`config.mk`:
```
export PLATFORM = sky130hd
export DESIGN_NAME = multi_button_controller
export DESIGN_NICKNAME = d
export VERILOG_FILES = /design/src/rtl/button_pkg.sv /design/src/rtl/button_channel.sv /design/src/rtl/multi_button_controller.sv
export SDC_FILE = /design/constraint.sdc
export NUM_CORES = 1
export LEC_CHECK = 0
export CORE_MARGIN = 8
export CORE_UTILIZATION = 51
export CTS_CLUSTER_DIAMETER = 40
export DETAILED_ROUTE_END_ITERATION = 8
export PLACE_DENSITY = 0.8
export SYNTH_ARGS = -nofsm -noshare
export SYNTH_HDL_FRONTEND = slang
export SYNTH_SLANG_ARGS = --single-unit
```
`constraint.sdc`:
```
create_clock -name clk -period 4.34 [get_ports clk]
set_input_delay 0.868 -clock clk [delete_from_list [all_inputs] [get_ports clk]]
set_output_delay 0.868 -clock clk [all_outputs]
set_load 0.05 [all_outputs]
```
`src/rtl/button_pkg.sv`:
```
// Shared constants and helpers for the multi-channel button front end.
package button_pkg;

    localparam int TICK_DIV_1KHZ      = 100000;
    localparam int DEB_TICKS_DEFAULT  = 10;
    localparam int LONG_TICKS_DEFAULT = 1000;

    localparam logic MODE_TOGGLE    = 1'b0;
    localparam logic MODE_MOMENTARY = 1'b1;

    // Counter width for values 0..n-1, never narrower than one bit.
    function automatic int cnt_width(input int n);
        return (n > 1) ? $clog2(n) : 1;
    endfunction

endpackage

```
`src/rtl/button_channel.sv`:
```
// One button channel: synchroniser, tick-based debounce, press edge,
// long-press hold counter and the toggle/momentary state bit.
module button_channel
    import button_pkg::*;
#(
    parameter int   DEB_TICKS  = DEB_TICKS_DEFAULT,
    parameter int   LONG_TICKS = LONG_TICKS_DEFAULT,
    parameter logic INIT_STATE = 1'b0
) (
    input  logic clk,
    input  logic rst,
    input  logic btn_i,
    input  logic mode_i,
    input  logic set_i,
    input  logic set_value_i,
    input  logic tick_i,
    output logic state_o,
    output logic press_o,
    output logic long_press_o
);

    localparam int DW = cnt_width(DEB_TICKS);
    localparam int HW = $clog2(LONG_TICKS + 1);

    localparam logic [DW-1:0] DEB_LAST = DW'(DEB_TICKS - 1);
    localparam logic [HW-1:0] HOLD_MAX = HW'(LONG_TICKS);
    localparam logic [HW-1:0] HOLD_PRE = HW'(LONG_TICKS - 1);

    logic [1:0]    sync_q, sync_d;
    logic          deb_q, deb_d;
    logic [DW-1:0] dcnt_q, dcnt_d;
    logic [HW-1:0] hold_q, hold_d;
    logic          press_q, press_d;
    logic          long_q, long_d;
    logic          state_q, state_d;

    always_ff @(posedge clk or posedge rst) begin
        if (rst) begin
            sync_q  <= '0;
            deb_q   <= 1'b0;
            dcnt_q  <= '0;
            hold_q  <= '0;
            press_q <= 1'b0;
            long_q  <= 1'b0;
            state_q <= INIT_STATE;
        end else begin
            sync_q  <= sync_d;
            deb_q   <= deb_d;
            dcnt_q  <= dcnt_d;
            hold_q  <= hold_d;
            press_q <= press_d;
            long_q  <= long_d;
            state_q <= state_d;
        end
    end

    always_comb begin
        sync_d = {sync_q[0], btn_i};
        deb_d  = deb_q;
        dcnt_d = dcnt_q;
        if (tick_i) begin
            if (sync_q[1] == deb_q) begin
                dcnt_d = '0;
            end else if (dcnt_q == DEB_LAST) begin
                deb_d  = ~deb_q;
                dcnt_d = '0;
            end else begin
                dcnt_d = dcnt_q + 1'b1;
            end
        end

        // Hold count saturates so long_press fires only once per hold.
        hold_d = hold_q;
        if (!deb_q) begin
            hold_d = '0;
        end else if (tick_i && hold_q != HOLD_MAX) begin
            hold_d = hold_q + 1'b1;
        end
        long_d  = deb_q & tick_i & (hold_q == HOLD_PRE);
        press_d = deb_d & ~deb_q;

        priority case (1'b1)
            set_i:                     state_d = set_value_i;
            mode_i == MODE_MOMENTARY:  state_d = deb_q;
            press_q:                   state_d = ~state_q;
            default:                   state_d = state_q;
        endcase
    end

    assign state_o      = state_q;
    assign press_o      = press_q;
    assign long_press_o = long_q;

endmodule

```
`src/rtl/multi_button_controller.sv`:
```
// N-channel button front end: shared tick prescaler feeding one
// debounce/press/long-press channel per button.
module multi_button_controller
    import button_pkg::*;
#(
    parameter int                 NUM_BTN    = 2,
    parameter int                 TICK_DIV   = TICK_DIV_1KHZ,
    parameter int                 DEB_TICKS  = DEB_TICKS_DEFAULT,
    parameter int                 LONG_TICKS = LONG_TICKS_DEFAULT,
    parameter logic [NUM_BTN-1:0] INIT_STATE = '0
) (
    input  logic               clk,
    input  logic               reset,
    input  logic [NUM_BTN-1:0] btn,
    input  logic [NUM_BTN-1:0] mode,
    input  logic               set,
    input  logic [NUM_BTN-1:0] set_value,
    output logic [NUM_BTN-1:0] state,
    output logic [NUM_BTN-1:0] press,
    output logic [NUM_BTN-1:0] long_press,
    output logic               tick
);

    localparam int PW = cnt_width(TICK_DIV);
    localparam logic [PW-1:0] DIV_LAST = PW'(TICK_DIV - 1);

    logic [PW-1:0] div_q, div_d;
    logic          tick_q, tick_d;

    always_ff @(posedge clk or posedge reset) begin
        if (reset) begin
            div_q  <= '0;
            tick_q <= 1'b0;
        end else begin
            div_q  <= div_d;
            tick_q <= tick_d;
        end
    end

    always_comb begin
        tick_d = (div_q == DIV_LAST);
        div_d  = tick_d ? '0 : div_q + 1'b1;
    end

    assign tick = tick_q;

    for (genvar i = 0; i < NUM_BTN; i++) begin : g_ch
        button_channel #(
            .DEB_TICKS  (DEB_TICKS),
            .LONG_TICKS (LONG_TICKS),
            .INIT_STATE (INIT_STATE[i])
        ) u_ch (
            .clk          (clk),
            .rst          (reset),
            .btn_i        (btn[i]),
            .mode_i       (mode[i]),
            .set_i        (set),
            .set_value_i  (set_value[i]),
            .tick_i       (tick_q),
            .state_o      (state[i]),
            .press_o      (press[i]),
            .long_press_o (long_press[i])
        );
    end

endmodule

```
After elaboration in Yosys (flattened, before gate mapping) --
Index checks and enable logic that the tools add are counted. W data, S select, Z words.
Storage, ports and cells: output and inout bits 7, flip-flop bits (word level) 58, input port bits 9, word-level logic and storage cells 67
Cells by class: $add $sub $neg 5, reductions and logical operators 4, mux-type cells 21, bitwise gates (word level) 10, equal/unequal tests 11
Operators with widths (count):
- $mux W10 | 4
- $add A10 B1 Y10 const B | 2
- $eq A10 B10 Y1 const B | 2
- $ne A10 B10 Y1 const B | 2
- $add A17 B1 Y17 const B | 1
- $eq A17 B17 Y1 const B | 1
- $mux W17 | 1
- $mux W4 | 4
- $mux W1 | 12
- $add A4 B1 Y4 const B | 2
- $eq A4 B4 Y1 const B | 2
- $and A1 B1 Y1 | 6
- $reduce_bool A3 Y1 | 2
- $ne A2 B2 Y1 const B | 2
- $not A1 Y1 | 4
- $eq A1 B1 Y1 | 2
- $logic_and A1 B1 Y1 | 2

Logic depth before layout (Yosys ltp) --
Gate-level depths: netlist (run 1).
depth after elaboration 5, gate-level depth with buffers 6, depth with buffers taken out 6

By module --
From an unflattened synthesis (run 1), not the netlist that was laid out.
Unflattened totals: cells, all modules 288, area total of the unflattened synthesis 2935.3 um^2
Modules (own cells, without submodules):
- button_channel | sequential area each 500.5 um^2, times used 2, cells an instance 106, area an instance 1042.2 um^2
- multi_button_controller | sequential area each 450.4 um^2, times used 1, cells an instance 76, area an instance 850.8 um^2

Least setup slack after synthesis (run 1) --
Ideal clock, no wire load.
kind reg2reg, start register tick_q (netlist: tick), end register g_ch[1].u_ch.dcnt_q[0], slack 2.598 ns, data required time 4.215 ns, stages on the path, launching flop included 4, path buffers 2, library setup time 0.125 ns, arrival 1.617 ns, period minus slack after synthesis 1.742 ns, cell sequence dfrtp_1 > clkbuf_1 > clkbuf_1 > mux2_2
RTL lines:
- start, declared | RTL line multi_button_controller.sv:28 | logic tick_q, tick_d;
- start signal, assigned | RTL line multi_button_controller.sv:36 | tick_q <= tick_d;
- end signal, assigned | RTL line button_channel.sv:49 | dcnt_q <= dcnt_d;
- end, declared | RTL line button_channel.sv:31 | logic [DW-1:0] dcnt_q, dcnt_d;
No word-level cell between the ends.

Worst setup path in the final report (run 1) --
start register tick_q (netlist: tick), end output tick
RTL lines:
- end, declared | RTL line multi_button_controller.sv:21 | output logic tick
No word-level cell between the ends.

==> results of run 1 <==
==> sequential cells by signal, indices dropped and copies added, names as in the netlist <==
name                    flops
g_ch.u_ch.state_o           2
div_q                      17
g_ch.u_ch.dcnt_q            8
g_ch.u_ch.long_press_o      2
g_ch.u_ch.sync_q            4
tick                        1
g_ch.u_ch.press_o           2
g_ch.u_ch.hold_q           20
g_ch.u_ch.deb_q             2
==> worst paths after layout <==
check	slack, ns	depth (start not counted)	endpoint	from
hold reg to reg	0.36	0	g_ch[0].u_ch.sync_q[1]$_DFF_PP0_	g_ch[0].u_ch.sync_q[0]$_DFF_PP0_
max in group asynchronous	2.59	3	div_q[12]$_DFF_PP0_	reset
hold / removal	0.36	0	g_ch[0].u_ch.sync_q[1]$_DFF_PP0_	g_ch[0].u_ch.sync_q[0]$_DFF_PP0_
setup / recovery	1.71	2	tick	tick$_DFF_PP0_
min in group asynchronous	1.00	2	g_ch[1].u_ch.hold_q[5]$_DFFE_PP0P_	reset
setup reg to reg	2.43	5	div_q[15]$_DFF_PP0_	div_q[0]$_DFF_PP0_
==> logic make-up (layout without fill, tap and decap cells) <==
family / after synthesis / count (layout)
simple gates: 114 / 114
flops: 58 / 58
compound gates: 31 / 31
xor+xnor: 29 / 29
buf+inv: 24 / 47
fa+ha+maj: 9 / 9
mux: 7 / 7
==> power by group <==
part	leakage [nW]	switching [W]	total [W]	internal, W
logic	0.549	0.0000199	0.0000315	0.0000116
clock network	0.105	0.000214	0.000507	0.000293
registers	0.784	0.00000207	0.000546	0.000544
==> per-stage QoR <==
stage	hold slack (ns)	instance area [µm²]	power, W
floorplan	0.3312	2850	0.0005748
global route	0.3704	3249	0.001128
CTS	0.3642	3249	0.001098
detailed placement	0.3489	3045	0.0005885
global placement	0.3345	3045	0.0005877
finish	0.3588	3249	0.001084
==> routing by layer <==
layer  vias to the layer above  part of all wire, %  track usage, %
met4                         0                  1.8           5.409
li1                        974                    -               -
met1                       960                   48           16.14
met2                        27                   45           19.85
met3                        10                  5.1           5.819
met5                         -                    0               0
==> placed cells by master, fill, tap and decap left out, types with 2 or more instances in the layout <==
cell type,n
inv_1,13
o22ai_1,2
nor2_1,15
nand4b_1,2
xor2_1,14
a21boi_0,5
and3_1,3
nor3_1,12
xnor2_1,15
a21oi_1,4
o2bb2ai_1,2
mux2i_1,4
o21ai_0,13
dfrtp_1,58
nor2b_1,4
clkdlybuf4s50_1,15
and2_1,13
nor4_1,3
ha_1,9
or3_1,6
nand3_1,11
nor3b_1,2
nand2b_1,5
mux2_2,3
clkinv_2,3
nand4_1,11
nand2_1,19
buf_4,2
clkbuf_8,11
==> cell type report <==
class	count	area [µm²]	area share, %
clock buffers	11	151.4	4.659
clock inverters	5	52.55	1.617
inverters	14	52.55	1.617
multi-input cells	190	1286	39.58
flip-flops and latches	58	1451	44.67
well taps	72	90.09	2.772
repair buffers	17	165.2	5.083
==> critical path, stage by stage, from the launching register on <==
cell	delay [ns]
dfrtp_1	0.32
buf_4	0.24
clkdlybuf4s50_1	0.86
==> impl_metrics.ini, run 1 <==
[routing]
dr.pass1.iters = 4
ant_nets = 0
num_vias = 1971
routedWlPerCell_um = 13.18
via_per_inst = 5.371
drtIter0Drc = 63
routed_wl_um = 4837
drc_errors = 0

[sta]
finalSetupViolations = 0
setup_tns_ns = 0
fin_ws_ns = 1.706
fmax_mhz = 379.7
maxSlewHeadroom_pct = 46.10
worstMarginPinSlew_ns = 0.8073
slew_viol_final = 0
rsz0062_at_grt = no
clock_skew_ns = 0.008275
hold_viol_final = 0
fin_crit_ns = 2.634
timing.final.crit_share_pct = 60.68

[job]
maxCapViolCount = 0

[logic_synthesis]
synth_edf_count = 0
ys.warnings.count = 0
synth.area.top_cells = dfrtp_1 (51%), xnor2_1 (4.6%), xor2_1 (4.3%), ha_1 (4.0%), and2_1 (2.9%)
synth_top_family_by_area = simple AND/OR/NAND/NOR gates
syn_area_per_cell_um2 = 10.48
synthAdderAreaFrac_pct = 3.951
yosys_register_bits = 58
yosysTopAreaCell = dfrtp_1
syn_nets = 290
async_reset_ff_share_pct = 100.0
synth_xor_area_share_pct = 8.911
synth-main-ff-cell = dfrtp_1
syn-cell-area_mm2 = 0.002850
synth_simple_gate_area_share_pct = 22.61
synth_common_cells = dfrtp_1 (58), nand2_1 (19), nor2_1 (15), xnor2_1 (15)
ys_seq_area_share_pct = 50.92
synth.most_common_cell = dfrtp_1
ys_types = 40
netlist_instances = 272
synth_mux_area_share_pct = 2.590
synth-compound-area-share_pct = 7.068
synth_top_area_share_pct = 50.92

[final_layout]
final_cell_count_no_fill = 367
num-nets-final = 308
antenna_cells = 0
final_layout_size_suffix_gt1_share_pct = 8.814
finish.utilization_pct = 59.74
area_delta_synth_final_pct = 14.00
fillers = 438

[run_status]
status = finished, final reports clean

[cts]
clk_path_buf_depth = 2
cts_setup_buffers = 0
clk_pin_slew_ns = 0.06
clkSinkCount = 58
tritoncts = done
cts_resized = 0
hold_buffers = 0
h-tree-depth = 3
clkLatencyLatePin_ns = 0.34
clockRootBuffer = clkbuf_8
cts_buffers = 9

[grt]
grt_util_all_layers_pct = 13.23
grt_max_degree = 41
overflow = 0
antenna_found_initial = 0
grt_pass1_vias = 1911
grt_pass1_wl_um = 8797

[die]
initial_core_util_pct = 52.40
die-height_um = 90.76
io_pins = 16
dieArea_mm2 = 0.008236
rows = 27
die_width_um = 90.76
core_mm2 = 0.005439

[pwr]
power.density_mw_per_mm2 = 333.7
power_leakage_nw = 1.439
ir_drop_uv = 237.6

[placed_design]
dp.cells = 351
place_worst_setup_slack_ns = 2.060
dpl.hpwl_um = 3233
globalplace.congestion = 0.7569
portBuffers = 15

[critical_path]
critPathMaxFanout = 24
required_ns = 3.47
endpoint_kind = output pin
cp.arrival_ns = 1.77
cp-start-kind = flip-flop
crit_type = reg -> out

[hold_path]
hp-class = reg -> reg
Note: power is estimated with default switching activity, not from simulation.
==> run 2, diff against run 1 <==
--- a/config.mk
+++ b/config.mk
@@ -9,7 +9,7 @@
 export CORE_UTILIZATION = 51
 export CTS_CLUSTER_DIAMETER = 40
 export DETAILED_ROUTE_END_ITERATION = 8
-export PLACE_DENSITY = 0.8
+export PLACE_DENSITY = 0.82
 export SYNTH_ARGS = -nofsm -noshare
 export SYNTH_HDL_FRONTEND = slang
 export SYNTH_SLANG_ARGS = --single-unit
==> constraint.sdc (replaced) <==
create_clock -name clk -period 2.35 [get_ports clk]
set_input_delay 0.47 -clock clk [delete_from_list [all_inputs] [get_ports clk]]
set_output_delay 0.47 -clock clk [all_outputs]
set_load 0.05 [all_outputs]
==> impl_metrics.ini, run 2 (synthesized netlist as in run 1, its figures left out) <==
[placed_design]
dpl_cell_area_mm2 = 0.003055
dpl.hpwl_um = 3250
portBuffers = 15
globalplace.congestion = 0.8728

[routing]
drtIter0Drc = 80
routedWlPerCell_um = 13.01
routed_wl_um = 4775
drc_errors = 0
num_vias = 1949
ant_nets = 0
via_per_inst = 5.311
dr.pass1.iters = 6

[final_layout]
reg_top3 = g_ch.u_ch.hold_q: 20 flops, div_q: 17 flops, g_ch.u_ch.dcnt_q: 8 flops
antenna_cells = 0
layout_common_cells = dfrtp_1 (58), nand2_1 (19), xnor2_1 (15), nor2_1 (15)
largest_register_ffs = 20
fillers = 446
area_delta_synth_final_pct = 16.02
top_register = g_ch.u_ch.hold_q
multi_input_area_mm2 = 0.001286
final_layout_size_suffix_gt1_share_pct = 9.153
num-nets-final = 308
seqCellArea_mm2 = 0.001451
fin_area_mm2 = 0.003307
final_common_cell = dfrtp_1

[hold_path]
hp-class = reg -> reg

[cts]
clk_pin_slew_ns = 0.06
cts_setup_buffers = 0
clockRootBuffer = clkbuf_8
clkSinkCount = 58
hold_buffers = 0
clkLatencyLatePin_ns = 0.33
h-tree-depth = 3
cts_buffers = 9
clk_path_buf_depth = 2
cts_resized = 0
tritoncts = done

[pwr]
power.density_mw_per_mm2 = 665.7
power_w = 0.002202
power_leakage_nw = 1.469
ir_drop_uv = 419.1

[sta]
rsz0062_at_grt = no
finalSetupViolations = 0
worstMarginPinSlew_ns = 0.5629
slew_viol_final = 0
hold_viol_final = 0
maxSlewHeadroom_pct = 62.08
hold_ws_ns = 0.3493
fmax_mhz = 507.3
fin_crit_ns = 1.971
timing.final.crit_share_pct = 83.88
clock_skew_ns = 0.006198
setup_tns_ns = 0

[grt]
grt_util_all_layers_pct = 12.94
grt_pass1_wl_um = 8735
grt_pass1_vias = 1926
antenna_found_initial = 0
overflow = 0
grt_max_degree = 59

[critical_path]
cp_slowest_cell = clkdlybuf4s50_1
crit_type = reg -> out
crit_chain = clkdlybuf4s50_1
endpoint_kind = output pin
cp_num_buf_inv = 1
cp-start-kind = flip-flop
slowest_delay_ns = 0.81
required_ns = 1.88
crit_family = buffers and inverters
cp.arrival_ns = 1.50
critPathMaxFanout = 2

[die]
dieArea_mm2 = 0.008236
core_mm2 = 0.005439
die-height_um = 90.76
io_pins = 16
rows = 27
initial_core_util_pct = 52.40
die_width_um = 90.76

[run_status]
status = finished, final reports clean

[job]
maxCapViolCount = 0
[run 2: worst paths after layout]
check | end | startpoint | slack, ns | cells after the start
max | state[0] | g_ch[0].u_ch.state_o$_DFFE_PP0P_ | 0.38 | 1
min | g_ch[0].u_ch.sync_q[1]$_DFF_PP0_ | g_ch[0].u_ch.sync_q[0]$_DFF_PP0_ | 0.35 | 0
max reg2reg | div_q[15]$_DFF_PP0_ | div_q[0]$_DFF_PP0_ | 0.44 | 5
min reg2reg | g_ch[0].u_ch.sync_q[1]$_DFF_PP0_ | g_ch[0].u_ch.sync_q[0]$_DFF_PP0_ | 0.35 | 0
max in group asynchronous | g_ch[0].u_ch.hold_q[8]$_DFFE_PP0P_ | reset | 1.59 | 3
min in group asynchronous | g_ch[0].u_ch.hold_q[9]$_DFFE_PP0P_ | reset | 0.49 | 3
[run 2: cell type report]
class / instances / area share (%)
inverters: 14 / 1.589
flip-flops and latches: 58 / 43.89
repair buffers: 17 / 5.297
clock inverters: 5 / 3.027
well taps: 72 / 2.724
clock buffers: 11 / 4.578
multi-input cells: 190 / 38.90
[run 2: layer usage]
layer  vias up  share of wire (%)  GRT usage (%)
met2        36                 46          20.16
met1       929                 47          15.28
li1        978                  -              -
met5         -                  0              0
met3         6                5.5          5.736
met4         0                1.4          4.993
[run 2: per-stage QoR]
stage	worst slack, ns	cells	util [%]
after global routing	0.2246	367	60.80
final	0.3789	367	60.80
after detailed placement	0.4328	351	56.18
after global placement	0.5046	351	56.18
after floorplan	0.4520	272	-
after CTS	0.3607	367	60.80
[run 2: power breakdown]
part	total [W]	switching, W	internal [W]
Combinational	0.0000605	0.0000365	0.0000240
Sequential	0.00101	0.00000401	0.00100
Clock	0.00113	0.000374	0.000758
Total	0.00220	0.000415	0.00179
==> run 3, diff against run 2 <==
==> constraint.sdc (replaced) <==
create_clock -name clk -period 1.75 [get_ports clk]
set_input_delay 0.35 -clock clk [delete_from_list [all_inputs] [get_ports clk]]
set_output_delay 0.35 -clock clk [all_outputs]
set_load 0.05 [all_outputs]
==> impl_metrics.ini, run 3 (synthesized netlist as in run 1, its figures left out) <==
[placed_design]
dpl_cell_area_mm2 = 0.003124
dp.cells = 360
globalplace.congestion = 0.8479
portBuffers = 15
dpl.hpwl_um = 3322

[critical_path]
crit_type = reg -> reg
r2r_setup_slack_ns = 0.11
cp.arrival_ns = 1.85
timing.rr.start = div_q[11]$_DFF_PP0_
required_ns = 1.97
critPathMaxFanout = 5
cp-start-kind = flip-flop
r2r_cells = 4
r2r-end = div_q[3]$_DFF_PP0_
endpoint_kind = flip-flop

[sta]
fmax_mhz = 610.5
maxSlewHeadroom_pct = 69.64
setup_tns_ns = 0
timing.final.crit_share_pct = 93.60
finalSetupViolations = 0
worstMarginPinSlew_ns = 0.4515
slew_viol_final = 0
hold_viol_final = 0
fin_crit_ns = 1.638
rsz0062_at_grt = no
clock_skew_ns = 0.009158

[die]
initial_core_util_pct = 52.40
die_width_um = 90.76
die-height_um = 90.76
core_mm2 = 0.005439
rows = 27
dieArea_mm2 = 0.008236
io_pins = 16

[grt]
use_met2_pct = 20.28
grt_pass1_vias = 2055
grt_max_degree = 59
use_met1_pct = 17.00
grt-busiest-layer = met2
antenna_found_initial = 0
grt_util_met3_pct = 4.406
grt_util_all_layers_pct = 13.35
grt_pass1_wl_um = 9121
overflow = 0

[cts]
cts_setup_buffers = 0
h-tree-depth = 3
clockRootBuffer = clkbuf_8
cts_resized = 0
hold_buffers = 0
cts_buffers = 9
clk_path_buf_depth = 2
clkSinkCount = 58
clkLatencyLatePin_ns = 0.33
clk_pin_slew_ns = 0.08
tritoncts = done

[routing]
ant_nets = 0
drtIter0Drc = 62
dr.pass1.iters = 4
drc_errors = 0
num_vias = 1978
routedWlPerCell_um = 13.13
via_per_inst = 5.261
routed_wl_um = 4936

[pwr]
power.density_mw_per_mm2 = 838.4
power_leakage_nw = 1.501
power_w = 0.002810
ir_drop_uv = 464.4

[final_layout]
top_register = g_ch.u_ch.hold_q
final_common_cell = dfrtp_1
final_layout_size_suffix_gt1_share_pct = 14.14
fin_area_mm2 = 0.003352
finish.utilization_pct = 61.63
area_delta_synth_final_pct = 17.60
antenna_cells = 0
fillers = 423
reg_top3 = g_ch.u_ch.hold_q: 20 flops, div_q: 17 flops, g_ch.u_ch.dcnt_q: 8 flops
final_cell_count_no_fill = 376
layout_common_cells = dfrtp_1 (58), nand2_1 (19), buf_4 (16)
num-nets-final = 317
largest_register_ffs = 20

[hold_path]
holdPathStages = 0
min-delay-start = g_ch[1].u_ch.sync_q[0]$_DFF_PP0_
whs_endpoint = g_ch[1].u_ch.sync_q[1]$_DFF_PP0_
hp-class = reg -> reg

[job]
maxCapViolCount = 0

[run_status]
status = finished, final reports clean
run 3: changes by cell type in the layout (fill, tap and decap cells not counted), sizes merged:
| cell | change |
|---|---|
| buf | +15 |
| clkbuf | -2 |
| clkdlybuf4s50 | -6 |
| bufinv | -1 |
| clkinvlp | +3 |
run 3: critical path: stages, from the launching register on:
cell     delay (ns)
dfrtp_1        0.42
or4b_1         0.58
nor4_4         0.29
buf_4          0.19
nor2_1         0.05
run 3: worst max-delay path by stage:
stage                         from                                  to  cells after the start
2_1_floorplan       tick$_DFF_PP0_  g_ch[1].u_ch.dcnt_q[0]$_DFFE_PP0P_                      3
3_3_place_gp   div_q[11]$_DFF_PP0_                  div_q[3]$_DFF_PP0_                      4
3_5_place_dp   div_q[11]$_DFF_PP0_                  div_q[3]$_DFF_PP0_                      4
4_1_cts         div_q[0]$_DFF_PP0_                  div_q[3]$_DFF_PP0_                      5
5_1_grt         div_q[0]$_DFF_PP0_                 div_q[14]$_DFF_PP0_                      5
6_report       div_q[11]$_DFF_PP0_                  div_q[3]$_DFF_PP0_                      4
run 3: report_power, final:
| part | internal [W] | switching [W] | total [W] |
|---|---|---|---|
| logic | 0.0000312 | 0.0000498 | 0.0000810 |
| registers | 0.00135 | 0.00000507 | 0.00135 |
| clock network | 0.000810 | 0.000566 | 0.00138 |
| total | 0.00219 | 0.000621 | 0.00281 |
run 3: cell type report:
class                   instances  area (µm²)  share of cell area (%)
flip-flops and latches         58        1451                   43.30
clock buffers                   9       123.9                   3.695
inverters                      14       56.30                   1.680
clock inverters                 7       101.3                   3.024
multi-input cells             190        1289                   38.45
well taps                      72       90.09                   2.688
repair buffers                 26       240.2                   7.167
run 3: per-layer routing:
| metal | vias up | wire length (µm) |
|---|---|---|
| met5 | - | 0 |
| met4 | 0 | 38 |
| met3 | 4 | 216 |
| met2 | 25 | 2285 |
| met1 | 959 | 2396 |
| li1 | 990 | - |
run 3: stage by stage:
step                hold slack (ns)  setup slack (ns)
floorplan                    0.3312          0.008234
global placement             0.3329            0.1580
detailed placement           0.3363            0.1336
CTS                          0.3540           0.08555
global route                 0.3616          0.007918
finish                       0.3539            0.1120
